[src/rtl/mac_vector_sequencer_if.sv]
// Operand stream, MAC drive and result handshake bundled for the dot-product sequencer.
interface mac_vector_sequencer_if #(
    parameter int unsigned LEN_W = 8
);
    // Operand stream from the producer
    logic             in_valid;
    logic             in_ready;
    logic [7:0]       in_a;
    logic [7:0]       in_b;
    logic             in_last;

    // Drive into and readback from the MAC accumulator
    logic [7:0]       mac_a;
    logic [7:0]       mac_b;
    logic             mac_reset_p;
    logic [15:0]      mac_s;

    // Result handshake to the consumer
    logic             res_valid;
    logic             res_ready;
    logic [15:0]      res_sum;
    logic [LEN_W-1:0] res_count;
    logic             res_sat;

    // Sequencer side
    modport master (
        input  in_valid, in_a, in_b, in_last, mac_s, res_ready,
        output in_ready, mac_a, mac_b, mac_reset_p, res_valid, res_sum, res_count, res_sat
    );

    // Producer / MAC / consumer side
    modport slave (
        output in_valid, in_a, in_b, in_last, mac_s, res_ready,
        input  in_ready, mac_a, mac_b, mac_reset_p, res_valid, res_sum, res_count, res_sat
    );
endinterface

[src/rtl/mac_vector_sequencer.sv]
// Feeds buffered operand pairs into a free-running saturating MAC, one pair per cycle,
// clears it between vectors and returns the final sum over a valid/ready handshake.
module mac_vector_sequencer #(
    parameter int unsigned FIFO_DEPTH = 4,
    parameter int unsigned LEN_W      = 8
) (
    input  logic                          clock,
    input  logic                          reset_n,
    mac_vector_sequencer_if.master        bus,
    output logic                          busy
);
    localparam int unsigned PTR_W = (FIFO_DEPTH > 1) ? $clog2(FIFO_DEPTH) : 1;

    typedef enum logic [2:0] {
        StIdle,
        StClr,
        StRun,
        StDrain,
        StCapt,
        StResult
    } state_e;

    state_e           state;

    logic [7:0]       fifo_a    [FIFO_DEPTH];
    logic [7:0]       fifo_b    [FIFO_DEPTH];
    logic             fifo_last [FIFO_DEPTH];
    logic [PTR_W-1:0] wr_ptr;
    logic [PTR_W-1:0] rd_ptr;
    logic [PTR_W:0]   fill;
    logic             fifo_full;
    logic             fifo_empty;
    logic             push;
    logic             pop;

    logic [7:0]       issue_a;
    logic [7:0]       issue_b;
    logic             clear_mac;
    logic [LEN_W-1:0] elem_count;
    logic             result_valid;
    logic [15:0]      result_sum;
    logic [LEN_W-1:0] result_count;
    logic             result_sat;

    assign fifo_full  = (fill == (PTR_W + 1)'(FIFO_DEPTH));
    assign fifo_empty = (fill == '0);
    // Ready looks only at the full flag, so a pop at full never makes room the same cycle
    assign bus.in_ready = reset_n && !fifo_full;
    assign push       = bus.in_valid && bus.in_ready;
    assign pop        = (state == StRun) && !fifo_empty;

    // Operand storage; contents are don't-care until written
    always_ff @(posedge clock) begin
        if (push) begin
            fifo_a[wr_ptr]    <= bus.in_a;
            fifo_b[wr_ptr]    <= bus.in_b;
            fifo_last[wr_ptr] <= bus.in_last;
        end
    end

    // FIFO pointers and fill level; pointers wrap naturally at the power-of-two depth
    always_ff @(posedge clock) begin
        if (!reset_n) begin
            wr_ptr <= '0;
            rd_ptr <= '0;
            fill   <= '0;
        end else begin
            if (push) begin
                wr_ptr <= wr_ptr + PTR_W'(1);
            end
            if (pop) begin
                rd_ptr <= rd_ptr + PTR_W'(1);
            end
            case ({push, pop})
                2'b10:   fill <= fill + (PTR_W + 1)'(1);
                2'b01:   fill <= fill - (PTR_W + 1)'(1);
                default: fill <= fill;
            endcase
        end
    end

    // Vector sequencing FSM with registered MAC drive and result outputs
    always_ff @(posedge clock) begin
        if (!reset_n) begin
            state        <= StIdle;
            issue_a      <= '0;
            issue_b      <= '0;
            clear_mac    <= 1'b1;
            elem_count   <= '0;
            result_valid <= 1'b0;
            result_sum   <= '0;
            result_count <= '0;
            result_sat   <= 1'b0;
            busy         <= 1'b0;
        end else begin
            // MAC has no enable: any cycle not issuing a pair adds zero
            issue_a   <= '0;
            issue_b   <= '0;
            clear_mac <= 1'b0;
            case (state)
                StIdle: begin
                    if (!fifo_empty) begin
                        state     <= StClr;
                        clear_mac <= 1'b1;
                        busy      <= 1'b1;
                    end
                end
                StClr: begin
                    elem_count <= '0;
                    state      <= StRun;
                end
                StRun: begin
                    if (!fifo_empty) begin
                        issue_a <= fifo_a[rd_ptr];
                        issue_b <= fifo_b[rd_ptr];
                        if (elem_count != '1) begin
                            elem_count <= elem_count + LEN_W'(1);
                        end
                        if (fifo_last[rd_ptr]) begin
                            state <= StDrain;
                        end
                    end
                end
                StDrain: begin
                    state <= StCapt;
                end
                StCapt: begin
                    result_sum   <= bus.mac_s;
                    result_sat   <= (bus.mac_s == 16'hFFFF);
                    result_count <= elem_count;
                    result_valid <= 1'b1;
                    state        <= StResult;
                end
                StResult: begin
                    if (bus.res_ready) begin
                        result_valid <= 1'b0;
                        busy         <= 1'b0;
                        state        <= StIdle;
                    end
                end
                default: begin
                    state <= StIdle;
                end
            endcase
        end
    end

    assign bus.mac_a       = issue_a;
    assign bus.mac_b       = issue_b;
    assign bus.mac_reset_p = clear_mac;
    assign bus.res_valid   = result_valid;
    assign bus.res_sum     = result_sum;
    assign bus.res_count   = result_count;
    assign bus.res_sat     = result_sat;
endmodule

[src/flat_wrapper.sv]
// flat-port wrapper written by rule: the top's interface ports become plain ports
module mac_vector_sequencer_flat 
#(
    parameter int unsigned FIFO_DEPTH = 4,
    parameter int unsigned LEN_W      = 8
)
  (clock, reset_n, busy, bus_in_valid, bus_in_a, bus_in_b, bus_in_last, bus_mac_s, bus_res_ready, bus_in_ready, bus_mac_a, bus_mac_b, bus_mac_reset_p, bus_res_valid, bus_res_sum, bus_res_count, bus_res_sat);
  mac_vector_sequencer_if #(.LEN_W(LEN_W)) bus_i ();
  input  logic clock;
  input  logic reset_n;
  output logic busy;
  input wire logic [$bits(bus_i.in_valid)-1:0] bus_in_valid;
  input wire logic [$bits(bus_i.in_a)-1:0] bus_in_a;
  input wire logic [$bits(bus_i.in_b)-1:0] bus_in_b;
  input wire logic [$bits(bus_i.in_last)-1:0] bus_in_last;
  input wire logic [$bits(bus_i.mac_s)-1:0] bus_mac_s;
  input wire logic [$bits(bus_i.res_ready)-1:0] bus_res_ready;
  output wire logic [$bits(bus_i.in_ready)-1:0] bus_in_ready;
  output wire logic [$bits(bus_i.mac_a)-1:0] bus_mac_a;
  output wire logic [$bits(bus_i.mac_b)-1:0] bus_mac_b;
  output wire logic [$bits(bus_i.mac_reset_p)-1:0] bus_mac_reset_p;
  output wire logic [$bits(bus_i.res_valid)-1:0] bus_res_valid;
  output wire logic [$bits(bus_i.res_sum)-1:0] bus_res_sum;
  output wire logic [$bits(bus_i.res_count)-1:0] bus_res_count;
  output wire logic [$bits(bus_i.res_sat)-1:0] bus_res_sat;
  assign bus_i.in_valid = bus_in_valid;
  assign bus_i.in_a = bus_in_a;
  assign bus_i.in_b = bus_in_b;
  assign bus_i.in_last = bus_in_last;
  assign bus_i.mac_s = bus_mac_s;
  assign bus_i.res_ready = bus_res_ready;
  assign bus_in_ready = bus_i.in_ready;
  assign bus_mac_a = bus_i.mac_a;
  assign bus_mac_b = bus_i.mac_b;
  assign bus_mac_reset_p = bus_i.mac_reset_p;
  assign bus_res_valid = bus_i.res_valid;
  assign bus_res_sum = bus_i.res_sum;
  assign bus_res_count = bus_i.res_count;
  assign bus_res_sat = bus_i.res_sat;
  mac_vector_sequencer #(.FIFO_DEPTH(FIFO_DEPTH), .LEN_W(LEN_W)) u_core (.clock(clock), .reset_n(reset_n), .bus(bus_i), .busy(busy));
endmodule
[config.mk]
export PLATFORM = sky130hd
export DESIGN_NAME = mac_vector_sequencer_flat
export DESIGN_NICKNAME = d
export VERILOG_FILES = /design/src/rtl/mac_vector_sequencer_if.sv /design/src/rtl/mac_vector_sequencer.sv /design/src/flat_wrapper.sv
export SDC_FILE = /design/constraint.sdc
export NUM_CORES = 1
export LEC_CHECK = 0
export CAP_MARGIN = 20
export CORE_UTILIZATION = 48
export DETAILED_ROUTE_END_ITERATION = 8
export GPL_TIMING_DRIVEN = 0
export PLACE_DENSITY = 0.79
export SYNTH_ARGS = -nofsm -noshare
export SYNTH_HDL_FRONTEND = slang
export SYNTH_SLANG_ARGS = --single-unit
[constraint.sdc]
create_clock -name clock -period 2.5 [get_ports clock]
set_input_delay 0.5 -clock clock [delete_from_list [all_inputs] [get_ports clock]]
set_output_delay 0.5 -clock clock [all_outputs]
set_load 0.02 [all_outputs]
### Word-level counts from Yosys, hierarchy flattened

Memory sizes are Yosys's and may differ from the RTL's. A register that Yosys moved wholly into a read port is not among the register bits.
Cells that the tools add are included.

* register bits after elaboration: 46
* word-level logic and storage cells: 71
* input bits: 37
* RAM bits: 68
* memories kept: 3

Memory list
* u_core.fifo_a: depth 4, width 8, rd ports 1, clocked after memory_dff 1, write ports 1, RTL line mac_vector_sequencer.sv:25 `logic [7:0] fifo_a [FIFO_DEPTH];`
* u_core.fifo_b: depth 4, width 8, rd ports 1, clocked after memory_dff 1, write ports 1, RTL line mac_vector_sequencer.sv:26 `logic [7:0] fifo_b [FIFO_DEPTH];`
* u_core.fifo_last: depth 4, width 1, rd ports 1, clocked after memory_dff 1, write ports 1, RTL line mac_vector_sequencer.sv:27 `logic fifo_last [FIFO_DEPTH];`

* $add $sub $neg: 5
* bitwise gates (word level): 2
* muxes and demuxes: 19
* equal/unequal tests: 15
* reduce and logical (&&, ||, !) cells: 16

Operator list (count)
* 3-bit one-hot mux with 6 select lines: 1
* 16-bit equality test, second input constant: 1
* 8-bit 2-to-1 mux: 2
* 8-bit one-hot mux with 2 select lines: 1
* 3-bit 2-to-1 mux: 4
* 2-bit inequality test, second input constant: 5
* 3-bit equality test, second input constant: 3
* 8-bit by 1-bit adder with 8-bit output, second input constant: 1
* 8-bit inequality test, second input constant: 1
* 2-bit nonzero test: 4
* 3-bit by 2-bit equality test with 1-bit output, second input constant: 2
* 3-bit zero test: 2
* 1-bit 2-to-1 mux: 6
* 3-bit one-hot mux with 2 select lines: 1
* 3-bit AND reduction: 2
* 2-bit by 1-bit adder with 2-bit output, second input constant: 2
* 2-bit 2-to-1 mux: 2
* 1-bit one-hot mux with 2 select lines: 2
* 4-bit AND reduction: 1
* 3-bit by 1-bit adder with 3-bit output, second input constant: 1
* 3-bit by 1-bit equality test with 1-bit output, second input constant: 1
* 1-bit logical AND: 3
* 3-bit OR reduction: 1
* 3-bit by 1-bit subtractor with 3-bit output, second input constant: 1
* other kinds (5): 7

### Logic depth before layout (Yosys ltp)

Gate-level depths: netlist (run 1).

* word-level depth: 6
* mapped depth: 11

### Worst setup path after synthesis (run 1)

Ideal clock, no wire load.

* path kind: register -> register
* from: register u_core.state[2]
* to: register u_core.fill[2]
* setup slack: 0.087 ns
* required time: 2.424 ns
* cell stages (with the launch flop): 12
* data arrival time: 2.337 ns
* path through: dfxtp_1 buf_2 nor3b_4 nand2_2 inv_1 buf_2 ha_1 inv_1 fa_1 xor2_1 or3_1 a21boi_0

* word-level cells in the longest chain between the ends: 4
* elaborated cells between the ends (all ways): 6
* those cells by class: eq/ne (3); mux (1); reduce/logical (2)

Ends and longest elaborated chain
* start, declared: RTL line mac_vector_sequencer.sv:23 `state_e state;`
* start signal, assigned: RTL line mac_vector_sequencer.sv:85 `state <= StIdle;`
* start signal, assigned: RTL line mac_vector_sequencer.sv:103 `state <= StClr;`
* start signal, assigned: RTL line mac_vector_sequencer.sv:110 `state <= StRun;`
* 3-bit by 2-bit equality test with 1-bit output (*): RTL line mac_vector_sequencer.sv:50 `assign pop = (state == StRun) && !fifo_empty;`
* 1-bit logical AND (*): RTL line mac_vector_sequencer.sv:50
* named net u_core.pop: RTL line mac_vector_sequencer.sv:34 `logic pop;`
* 2-bit by 1-bit equality test with 1-bit output / 2-bit equality test (equally long branches): RTL line mac_vector_sequencer.sv:74 `case ({push, pop})`
* 3-bit one-hot mux with 2 select lines / 2-bit nonzero test (equally long branches)
* end signal, assigned: RTL line mac_vector_sequencer.sv:75 `2'b10: fill <= fill + (PTR_W + 1)'(1);`
* end signal, assigned: RTL line mac_vector_sequencer.sv:76 `2'b01: fill <= fill - (PTR_W + 1)'(1);`
* end signal, assigned: RTL line mac_vector_sequencer.sv:77 `default: fill <= fill;`
* end, declared: RTL line mac_vector_sequencer.sv:30 `logic [PTR_W:0] fill;`

Mark *: on every way through the listed nets, which the timed path passes. The rest lies on a longest branch.
A chain may end at the register's enable or synchronous reset.

### Worst setup path after layout (run 1)

* from: input port reset_n
* to: output port bus_in_ready

* word-level cells in the longest chain between the ends: 1

Ends and longest elaborated chain
* start, declared: RTL line flat_wrapper.sv:10 `input logic reset_n;`
* 1-bit logical AND: RTL line mac_vector_sequencer.sv:48 `assign bus.in_ready = reset_n && !fifo_full;`
* end, declared: RTL line flat_wrapper.sv:18 `output wire logic [$bits(bus_i.in_ready)-1:0] bus_in_ready;`

Every way passes these cells.

==> impl_metrics.yaml, run 1 <==
yosys:
  async_reset_ff_share_pct: 0
  syn_nets: 413
  synth_cells: 369
  yosysSeqAreaShare_pct: 66.3
  synth_fa_ha_area_share_pct: 1.90
  synth_edf_count: 68
  synth_xor_xnor_area_share_pct: 1.05
  syn_avg_cell_area_um2: 13.6
  synthesis.area_um2: 5010
  synth-simple-area-share_pct: 12.3
  synthMuxAreaShare_pct: 7.64
  yosys_register_bits: 132
  synth_top_family_by_area: "simple AND/OR/NAND/NOR gates"
  synthDistinctLibCells: 44
  ys_warn_count: 0
  synth-compound-area-share_pct: 7.89
  synth_flop_cell: "edfxtp_1"
hold_path:
  min_path_type: "reg2reg"
pwr:
  vdd_drop_max_mv: 0.483
  p_switching_mw: 1.15
  p_comb_share_pct: 6.3
  p_sw_share_pct: 23.6
  finalPower_mw: 4.89
  powerDensity_nw_per_um2: 745
  clkPwrFrac_pct: 45.5
  p_int_mw: 3.74
  pwr-share-seq_pct: 48.1
  p_leak_nw: 2.25
clocking:
  path_clk_slew_ns: 0.06
  clockBufferDepth: 2
  cts_sinks: 132
  clock_latency_ns: 0.51
  numCtsBuffers: 17
  htree_num_levels: 4
  root_buffer: "clkbuf_8"
  cts_tree: "yes"
timing:
  post-route-min-period_ns: 2.36
  slew_viol_final: 0
  finClkSkew_ns: 0.00769
  setup_viol: 0
  maxSlewHeadroom_pct: 40.3
  max_freq_mhz: 424
  rsz0062_at_grt: "no"
  setup_tns_ns: 0
  final-hold-violation-count: 0
  post-route-period-util_pct: 94.2
  worst_pin_slew_ns: 0.895
critical_path:
  required_ns: 2.00
  startpoint: "reset_n"
  endpoint_kind: "output pin"
  worstRegToRegCells: 10
  regToRegEndpoint: "u_core.fill[2]"
  r2r_slack_ns: 0.19
  cp.arrival_ns: 1.86
  r2r_start: "u_core.fill[0]"
  endpoint: "bus_in_ready"
  worst-setup-path-type: "in2out"
  path_max_fanout: 10
  setup.worst_path.start_class: "primary input"
detailed_routing:
  ant_nets: 0
  drt_iter0_markers: 135
  vias: 3223
  via_per_inst: 5.22
  drc: 0
  drtPass1Iterations: 5
  finalWirelength_um: 9800
  drt-wirelength-per-cell_um: 15.8
floorplanning:
  die_h_um: 104
  fp.dieArea_um2: 10800
  rows: 36
  core-area_um2: 9950
  ioPinCount: 82
  dieWidth_um: 104
  initial_core_util_pct: 50.3
flow_run:
  drv_cap: 0
placed_design:
  gp_congestion: 0.832
  io_buffers: 81
  dp_hpwl_um: 6610
global_routing:
  antenna_found_initial: 0
  grt_pass1_wl_um: 15900
  grt_pass1_vias: 3227
  grt_max_degree: 18
  globalRouteTotalUtil_pct: 19.4
  grt_overflow_total: 0
layout:
  area_growth_pct: 31.0
  antenna_cells: 0
  drive_above_1_share_pct: 14.8
  fin_nets: 516
  final_cell_mix: "80 x clkdlybuf4s50_1, 68 x edfxtp_1, 62 x dfxtp_1"
  final_common_cell: "clkdlybuf4s50_1"
run_status:
  run_status: "complete, no violations"
per-layer routing:
layer  track usage [%]  share of wire, %  vias up
met4              6.02              0.67        0
met1              23.6                43     1556
li1                  -                 -     1565
met3              5.76               4.9        7
met5                 0                 0        -
met2              33.1                51       95
worst max-delay path: stages:
cell	delay, ns
dlygate4sd2_1	0.34
clkbuf_4	0.26
o31a_1	0.15
clkdlybuf4s50_1	0.60
repair_timing:
action,in CTS,in global routing
hold buffers,0,0
pin swaps,1,0
gates resized for setup,5,1
endpoints found under the setup margin,3,2
setup buffers,2,2
cloned,0,0
area by class of cell:
type / count / area, um^2
Fill cell: 743 / 3390
Sequential cell: 132 / 3330
Multi-Input combinational cell: 204 / 1540
Timing Repair Buffer: 85 / 840
Clock buffer: 18 / 418
Tap cell: 133 / 166
Clock inverter: 14 / 123
Buffer: 19 / 93.8
Inverter: 13 / 52.6
synthesized netlist by cell type, types with 2 or more instances:
cell | number | area share [%]
xnor2_1 | 5 | 0.87
and3_1 | 18 | 2.2
or4_1 | 2 | 0.30
inv_1 | 13 | 0.97
a21boi_1 | 3 | 0.45
ha_1 | 6 | 1.5
edfxtp_1 | 68 | 41
o21ai_0 | 7 | 0.70
a21oi_1 | 4 | 0.40
o21a_1 | 2 | 0.30
a211oi_1 | 4 | 0.60
nand4_1 | 7 | 0.87
o211ai_1 | 3 | 0.45
and2_1 | 10 | 1.2
or3_1 | 4 | 0.50
buf_4 | 2 | 0.30
nand3_1 | 4 | 0.40
mux4_2 | 17 | 7.6
a21boi_0 | 24 | 3.6
nor3_1 | 6 | 0.60
nand2_1 | 56 | 4.2
o41ai_1 | 2 | 0.35
buf_2 | 10 | 1.0
clkbuf_1 | 8 | 0.60
dfxtp_1 | 64 | 26
nand2b_1 | 2 | 0.25
stage by stage:
stage	area [um^2]	worst slack (ns)	std cells	hold slack [ns]	utilization [%]
global placement	5990	-0.345	583	0.442	60.1
floorplan	5010	0.0874	369	0.467	-
detailed placement	5990	-0.346	583	0.445	60.1
CTS	6550	0.00836	617	0.453	65.8
global route	6560	0.0505	618	0.475	65.9
finish	6560	0.144	618	0.450	65.9
logic make-up (layout without fill, tap and decap cells):
family | after synthesis | count (layout)
AO/OA/AOI/OAI | 55 | 55
XOR/XNOR | 6 | 6
adder cells (fa/ha/maj) | 7 | 7
buffers and inverters | 33 | 149
flip-flops | 132 | 132
multiplexers | 17 | 17
AND/OR/NAND/NOR | 119 | 119
power by group through the flow:
stage	combinational, mW	sequential [mW]	clock (mW)
floorplan	0.154	2.41	0
global placement	0.297	2.40	0
detailed placement	0.306	2.40	0
CTS	0.313	2.35	2.26
global route	0.339	2.36	2.36
finish	0.310	2.35	2.23
sequential cells by signal, indices dropped and copies added, names as in the netlist, 4 cells and up, named ones only:
signal / count
u_core.fifo_last: 4
u_core.bus.res_count: 8
u_core.fifo_b: 32
u_core.bus.mac_a: 8
u_core.fifo_a: 32
u_core.elem_count: 8
u_core.bus.mac_b: 8
u_core.bus.res_sum: 16
worst min-delay path by stage:
stage	startpoint	endpoint	slack [ns]	depth (start not counted)
2_1_floorplan	u_core.elem_count[1]	u_core.bus.res_count[1]	0.47	2
3_3_place_gp	u_core.bus.res_sum[7]	u_core.bus.res_sum[7]	0.44	2
3_5_place_dp	u_core.bus.res_sum[10]	u_core.bus.res_sum[10]	0.44	2
4_1_cts	u_core.bus.res_sum[10]	u_core.bus.res_sum[10]	0.45	2
5_1_grt	u_core.bus.res_sum[7]	u_core.bus.res_sum[7]	0.48	2
6_report	u_core.bus.res_sum[10]	u_core.bus.res_sum[10]	0.45	2
(Power assumes the default switching activity.)
==> run 2, diff against run 1 <==
PLACE_DENSITY = 0.82   (was 0.79)
==> impl_metrics.yaml, run 2 (synthesized netlist as in run 1, its figures left out) <==
pwr:
  p_switching_mw: 1.14
  vdd_drop_max_mv: 0.523
  p_sw_share_pct: 22.5
  clkPwrFrac_pct: 47.5
  p_comb_share_pct: 6.1
  pwr-share-seq_pct: 46.4
  p_int_mw: 3.93
  powerDensity_nw_per_um2: 768
  finalPower_mw: 5.07
  p_leak_nw: 2.27
clocking:
  clockBufferDepth: 2
  cts_hold_buf: 0
  path_clk_slew_ns: 0.06
  cts_sinks: 132
  cts_tree: "yes"
  root_buffer: "clkbuf_8"
  numCtsBuffers: 17
  clock_latency_ns: 0.51
  htree_num_levels: 4
timing:
  setup_viol: 0
  post-route-period-util_pct: 96.6
  timing.hold.ws_ns: 0.461
  worst_pin_slew_ns: 0.914
  max_freq_mhz: 414
  post-route-min-period_ns: 2.42
  slew_viol_final: 0
  final-hold-violation-count: 0
  maxSlewHeadroom_pct: 39.0
  finClkSkew_ns: 0.00615
  rsz0062_at_grt: "no"
layout:
  antenna_cells: 0
  area_growth_pct: 31.8
  final_common_cell: "clkdlybuf4s50_1"
  fillers: 712
  final_cell_mix: "80 x clkdlybuf4s50_1, 68 x edfxtp_1, 62 x dfxtp_1"
  fin_cells: 618
  drive_above_1_share_pct: 15.1
  fin_nets: 516
critical_path:
  required_ns: 2.00
  startpoint: "reset_n"
  path_max_fanout: 10
  endpoint_kind: "output pin"
  setup.worst_path.start_class: "primary input"
  r2r_start: "u_core.state[2]"
  cp.arrival_ns: 1.92
  worst-setup-path-type: "in2out"
placed_design:
  dp_cells: 583
  dp_hpwl_um: 6670
  gp_congestion: 0.813
  io_buffers: 81
floorplanning:
  fp.dieArea_um2: 10800
  die_h_um: 104
  core-area_um2: 9950
  dieWidth_um: 104
  rows: 36
  ioPinCount: 82
  initial_core_util_pct: 50.3
global_routing:
  grt_pass1_wl_um: 16500
  grt_pass1_vias: 3340
  antenna_found_initial: 0
  globalRouteTotalUtil_pct: 19.9
  grt_overflow_total: 0
  grt_max_degree: 18
hold_path:
  hp-start: "u_core.bus.res_sum[10]"
  min_path_type: "reg2reg"
detailed_routing:
  drt_iter0_markers: 193
  drc: 0
  vias: 3287
  drt-wirelength-per-cell_um: 16.2
  via_per_inst: 5.32
  drtPass1Iterations: 4
  ant_nets: 0
  finalWirelength_um: 9990
run_status:
  run_status: "complete, no violations"
flow_run:
  drv_cap: 0
-- run 2: power groups by stage --
stage | Clock, mW | Combinational [mW] | Sequential (mW)
6_report | 2.41 | 0.310 | 2.35
3_3_place_gp | 0 | 0.296 | 2.40
5_1_grt | 2.55 | 0.339 | 2.36
4_1_cts | 2.45 | 0.312 | 2.35
2_1_floorplan | 0 | 0.154 | 2.41
3_5_place_dp | 0 | 0.305 | 2.40
-- run 2: per-stage QoR --
step | setup TNS [ns] | util (%) | setup WS [ns] | cell area [um^2]
5_1_grt | 0 | 66.3 | 0.00550 | 6600
3_3_place_gp | -12.98 | 60.1 | -0.338 | 5990
3_5_place_dp | -16.16 | 60.1 | -0.372 | 5990
6_report | 0 | 66.3 | 0.0840 | 6600
4_1_cts | 0 | 66.3 | 0.0178 | 6600
2_1_floorplan | 0 | - | 0.0874 | 5010
-- run 2: worst paths after layout --
check / to / slack [ns] / cells past startpoint
max: bus_in_ready / 0.08 / 4
min: u_core.bus.res_sum[10] / 0.46 / 2
max reg2reg: u_core.fill[2] / 0.10 / 11
min reg2reg: u_core.bus.res_sum[10] / 0.46 / 2
-- run 2: layout make-up --
class,count,area (um^2),area share (%)
sequential,132,3330,50.4
multi-input combinational,204,1540,23.4
timing repair buffer,84,832,12.6
clock buffer,17,414,6.27
clock inverter,15,169,2.56
tap,133,166,2.52
buffer,20,101,1.53
inverter,13,52.6,0.796
-- run 2: critical path, stage by stage --
cell and delay, ns:
dlygate4sd2_1 0.40, clkbuf_4 0.28, o31a_1 0.14, clkdlybuf4s50_1 0.59
-- run 2: timing repair --
| item | 4_1_cts | 5_1_grt |
|---|---|---|
| setup buffers | 2 | 1 |
| endpoints found under the hold margin | 0 | 0 |
| pin swaps | 1 | 1 |
| endpoints found under the setup margin | 3 | 1 |
| gates resized for setup | 6 | 1 |
-- run 2: per-layer routing --
metal	vias to the layer above	part of all wire, %	GRT usage [%]
met5	-	0	0
met4	0	0.81	5.61
met3	11	5.5	6.52
met2	108	52	33.7
met1	1604	42	24.3
li1	1564	-	-
